===== src/rtl/usrt_pkg.sv =====
// Shared definitions for the synchronous serial receiver and its transmitter peer.
package usrt_pkg;

    localparam int   USRT_DATA_BITS = 8;
    localparam logic USRT_START_BIT = 1'b0;
    localparam logic USRT_STOP_BIT  = 1'b1;

    typedef enum logic [1:0] {
        ST_IDLE   = 2'd0,
        ST_DATA   = 2'd1,
        ST_PARITY = 2'd2,
        ST_STOP   = 2'd3
    } usrt_state_e;

endpackage


===== src/rtl/usrt_sync_edge.sv =====
// Two-flop synchronizer for an asynchronous level plus a one-clk strobe on its rising edge.
module usrt_sync_edge (
    input  logic clk,
    input  logic rst,
    input  logic d_i,
    output logic rise_o
);

    logic [1:0] sync_q;
    logic       prev_q;

    // NOTE: reset is synchronous here, so rst appears inside the clocked branch only.
    always_ff @(posedge clk) begin
        if (!rst) begin
            sync_q <= 2'b00;
            prev_q <= 1'b0;
        end else begin
            sync_q <= {sync_q[0], d_i};
            prev_q <= sync_q[1];
        end
    end

    assign rise_o = sync_q[1] & ~prev_q;

endmodule


===== src/rtl/usrt_rx.sv =====
// Synchronous serial receiver: samples RXD on each usrt_clk rising edge and
// delivers framed payloads with parity/framing/overrun reporting.
module usrt_rx
    import usrt_pkg::*;
#(
    parameter int DATA_BITS = USRT_DATA_BITS,
    parameter bit PARITY_EN = 1'b1
) (
    input  logic                 clk,
    input  logic                 rst,
    input  logic                 usrt_clk,
    input  logic                 RTS,
    input  logic                 RXD,
    output logic                 CTS,
    output logic [DATA_BITS-1:0] rx_data,
    output logic                 rx_valid,
    input  logic                 rx_ack,
    output logic                 parity_err,
    output logic                 frame_err,
    output logic                 overrun
);

    localparam int CNT_W = (DATA_BITS > 1) ? $clog2(DATA_BITS) : 1;

    logic                 bit_stb;
    logic [1:0]           rts_sync_q;
    logic [1:0]           rxd_sync_q;
    logic                 rts_s;
    logic                 rxd_s;
    logic                 parity_bad;

    usrt_state_e          state_q, state_d;
    logic [CNT_W-1:0]     cnt_q, cnt_d;
    logic [DATA_BITS-1:0] shift_q, shift_d;
    logic [DATA_BITS-1:0] data_q, data_d;
    logic                 par_q, par_d;
    logic                 valid_q, valid_d;
    logic                 perr_q, perr_d;
    logic                 ferr_q, ferr_d;
    logic                 ovr_q, ovr_d;
    logic                 cts_q;

    usrt_sync_edge u_clk_sync (
        .clk    (clk),
        .rst    (rst),
        .d_i    (usrt_clk),
        .rise_o (bit_stb)
    );

    // RTS and RXD share the depth of the usrt_clk synchronizer so data lines up with the strobe.
    always_ff @(posedge clk) begin
        if (!rst) begin
            rts_sync_q <= 2'b00;
            rxd_sync_q <= 2'b11;
        end else begin
            rts_sync_q <= {rts_sync_q[0], RTS};
            rxd_sync_q <= {rxd_sync_q[0], RXD};
        end
    end

    assign rts_s      = rts_sync_q[1];
    assign rxd_s      = rxd_sync_q[1];
    assign parity_bad = PARITY_EN && ((^shift_q) ^ par_q);

    always_comb begin
        // NOTE: every _d takes its hold value first, so no path leaves it unassigned (no latch).
        state_d = state_q;
        cnt_d   = cnt_q;
        shift_d = shift_q;
        par_d   = par_q;
        data_d  = data_q;
        valid_d = valid_q;
        perr_d  = 1'b0;
        ferr_d  = 1'b0;
        ovr_d   = 1'b0;

        if (rx_ack) valid_d = 1'b0;

        if (state_q != ST_IDLE && !rts_s) begin
            state_d = ST_IDLE;
            cnt_d   = '0;
        end else if (bit_stb) begin
            case (state_q)
                ST_IDLE: begin
                    if (rts_s && rxd_s == USRT_START_BIT) begin
                        cnt_d   = '0;
                        state_d = ST_DATA;
                    end
                end
                ST_DATA: begin
                    shift_d = DATA_BITS'({rxd_s, shift_q} >> 1);
                    if (cnt_q == CNT_W'(DATA_BITS - 1))
                        state_d = PARITY_EN ? ST_PARITY : ST_STOP;
                    else
                        cnt_d = cnt_q + 1'b1;
                end
                ST_PARITY: begin
                    par_d   = rxd_s;
                    state_d = ST_STOP;
                end
                ST_STOP: begin
                    state_d = ST_IDLE;
                    cnt_d   = '0;
                    // A bad stop bit outranks a parity error; an ack in this clk frees the slot.
                    if (rxd_s != USRT_STOP_BIT) begin
                        ferr_d = 1'b1;
                    end else if (parity_bad) begin
                        perr_d = 1'b1;
                    end else if (valid_q && !rx_ack) begin
                        ovr_d = 1'b1;
                    end else begin
                        data_d  = shift_q;
                        valid_d = 1'b1;
                    end
                end
                default: state_d = ST_IDLE;
            endcase
        end
    end

    // NOTE: sequential state uses <= so every flop sees pre-edge values of the others.
    always_ff @(posedge clk) begin
        if (!rst) begin
            state_q <= ST_IDLE;
            cnt_q   <= '0;
            shift_q <= '0;
            par_q   <= 1'b0;
            data_q  <= '0;
            valid_q <= 1'b0;
            perr_q  <= 1'b0;
            ferr_q  <= 1'b0;
            ovr_q   <= 1'b0;
            cts_q   <= 1'b0;
        end else begin
            state_q <= state_d;
            cnt_q   <= cnt_d;
            shift_q <= shift_d;
            par_q   <= par_d;
            data_q  <= data_d;
            valid_q <= valid_d;
            perr_q  <= perr_d;
            ferr_q  <= ferr_d;
            ovr_q   <= ovr_d;
            cts_q   <= (state_q == ST_IDLE) && !valid_q;
        end
    end

    assign CTS        = cts_q;
    assign rx_data    = data_q;
    assign rx_valid   = valid_q;
    assign parity_err = perr_q;
    assign frame_err  = ferr_q;
    assign overrun    = ovr_q;

endmodule

===== config.mk =====
export PLATFORM = sky130hd
export DESIGN_NAME = usrt_rx
export DESIGN_NICKNAME = d
export VERILOG_FILES = /design/src/rtl/usrt_pkg.sv /design/src/rtl/usrt_sync_edge.sv /design/src/rtl/usrt_rx.sv
export SDC_FILE = /design/constraint.sdc
export NUM_CORES = 1
export LEC_CHECK = 0
export CAP_MARGIN = 20
export CORE_ASPECT_RATIO = 0.5
export CORE_MARGIN = 2
export CORE_UTILIZATION = 43
export DETAILED_ROUTE_END_ITERATION = 6
export GPL_ROUTABILITY_DRIVEN = 1
export SKIP_CTS_REPAIR_TIMING = 1
export SLEW_MARGIN = 20
export SYNTH_ARGS = -nofsm -noshare
export SYNTH_HDL_FRONTEND = slang
export SYNTH_SLANG_ARGS = --single-unit

===== constraint.sdc =====
create_clock -name clk -period 2.4 [get_ports clk]
set_clock_uncertainty 0.2 [all_clocks]
set_input_delay 0.48 -clock clk [delete_from_list [all_inputs] [get_ports clk]]
set_output_delay 0.48 -clock clk [all_outputs]
set_load 0.02 [all_outputs]

==> out/qor.yml <==
grt_pass1_vias: 965
fin_nets: 178
end_kind: "flop"
seq_area_um2: 681
synth_seq_area_share_pct: 46.9
numCtsBuffers: 5
core-area_um2: 3100
clock-sinks: 34
ios: 19
grt_overflow: 0
multiInputGateArea_um2: 742
yosys_warnings: 0
dr.pass1.iters: 3
drv_cap: 0
clk_latency_ps: 280
required_ps: 2350
worst_hold_path_type: "reg2reg"
crit_chain: "inv_1 > ha_1 > o21ai_0 > buf_4 > nor4b_1 > mux2i_4 > mux2i_1"
synth_cells: 141
final.setup.tns_ps: 0
drive_above_1_share_pct: 8.43
clockBufferDepth: 2
worstSetupPathType: "reg2reg"
syn-num-nets: 153
syn_to_final_growth_pct: 22.3
gp_congestion: 0.740
place_hpwl_um: 1870
peakVddDrop_v: 0.000296
cts_max_level: 2
critPathMaxStageDelay_ps: 420
fmax_mhz: 489
power_density_nw_per_um2: 560
setup_viol: 0
r2r_slack_ps: 360
worst_pin_slew_ps: 469
wl_per_cell_um: 12.8
initial_core_util_pct: 46.8
slew_violations: 0
cp.arrival_ps: 1990
gr-usage-all-layers_pct: 15.5
crit_slowest_cell: "nor4b_1"
rsz0062_at_grt: "no"
status: "completed"
numPortBuffers: 18
avgSynthCellArea_um2: 10.3
vias_per_cell: 4.88
yosysTopAreaCell: "dfxtp_1"
r2r_cells: 7
synth.area.top_cells: "dfxtp_1 47%, mux2i_1 12%, nand2_1 5.4%"
grt_max_degree: 24
synth_top_area_share_pct: 46.9
crit_buf_inv: 2
rr_startpoint: "state_q[0]"
fp.dieW_um: 86.1
ant_nets: 0
drt_iter0_drc: 25
cts_root_buf: "clkbuf_8"
dieArea_um2: 3880
final_cell_mix: "34 x dfxtp_1, 21 x nand2_1, 18 x mux2i_1, 18 x clkdlybuf4s50_1, 12 x nor2b_1"
grt_first_pass_wirelength_um: 4430
stdcell_count: 206
wl_um: 2630
fillCellCount: 279
ys_ff_latch: 34
synth_area_um2: 1450
dp.cells: 199
crit_family: "simple AND/OR/NAND/NOR gates"
die_y_um: 45.1
fin_crit_sh_pct: 85.2
worst-path-max-fanout: 8
row_count: 14
min_path_cells: 1
hp-start: "rxd_sync_q[0]"
cp-start-kind: "flop"
hold_path_end: "rxd_sync_q[1]"
antenna_cells: 0
antenna_found_initial: 0
slew_headroom_pct: 68.3
r2r-end: "rx_data[3]"
clk_pin_slew_ps: 60
utilization_pct: 57.2
layout_commonest_cell: "dfxtp_1"
hold_viol: 0
cts_tree: "yes"
drc: 0
yosysUniqueCellTypes: 31
period_needed_ps: 2040
total_leakage_power_nw: 0.758
vias: 1005
## stage by stage
step           hold slack, ps  instance area (um2)  power [mW]  setup WS, ps
2_1_floorplan             186                 1450       0.604           415
3_3_place_gp              191                 1700       0.620           188
3_5_place_dp              210                 1700       0.620           155
4_1_cts                   229                 1770        1.01           340
5_1_grt                   251                 1770        1.04           252
6_report                  222                 1770       0.994           355
## where the power goes
part / switching, mW / total [mW] / leakage [nW] / internal [mW]
logic: 0.0157 / 0.0335 / 0.444 / 0.0178
registers: 0.00320 / 0.574 / 0.276 / 0.570
clock network: 0.187 / 0.387 / 0.0383 / 0.199
total: 0.206 / 0.994 / 0.758 / 0.788
## synthesized netlist by cell type
cell type	n
mux2i_4	1
nand2b_1	4
nand2_1	21
dfxtp_1	34
o211ai_1	1
o21ai_1	1
o21ai_0	2
buf_2	1
xnor3_1	1
inv_1	2
and2_1	5
nor4_1	3
xnor2_1	2
nand4b_1	1
clkbuf_1	4
xnor3_2	1
a211oi_1	1
mux2_2	1
a21oi_1	3
ha_1	6
mux2i_1	18
nor4b_1	1
a32oi_1	1
nor2_1	5
and3_1	1
nor3_1	2
nand3b_1	2
nor2b_1	12
o211ai_2	1
xor2_1	2
a211o_1	1
## state kept, by name (all words and copies together), names as in the netlist, 2 cells and up
name               count
rx_data                8
shift_q                8
cnt_q                  3
rts_sync_q             2
rxd_sync_q             2
state_q                2
u_clk_sync.sync_q      2
## layout make-up
class	count	area share (%)
inverters	2	0.423
clock buffers	7	4.30
multi-input cells	100	41.8
flip-flops and latches	34	38.4
well taps	40	2.82
repair buffers	23	12.3
## metal layers
metal | vias up | track usage (%) | part of all wire (%)
met1 | 462 | 19.5 | 53
met4 | 0 | 7.62 | 1.7
met3 | 5 | 5.85 | 4.0
li1 | 524 | - | -
met2 | 14 | 23.9 | 41
met5 | - | 0 | 0
## worst max-delay path by stage
stage	startpoint	end	slack [ps]	depth (start not counted)
global placement	rx_ack	rx_data[1]	190	5
floorplan	state_q[0]	rx_data[0]	410	7
finish	state_q[0]	rx_data[3]	360	7
global route	state_q[0]	rx_data[3]	250	7
detailed placement	rx_ack	rx_data[3]	150	5
CTS	state_q[0]	rx_data[3]	340	7
## cells by family after synthesis
logic type	Yosys count	share of synthesized area, %
buf+inv	7	1.90
xor+xnor	6	5.61
compound gates	11	5.18
mux	20	14.8
flops	34	46.9
fa+ha+maj	6	5.18
simple gates	57	20.4
Power figures use the tool's default switching activity.
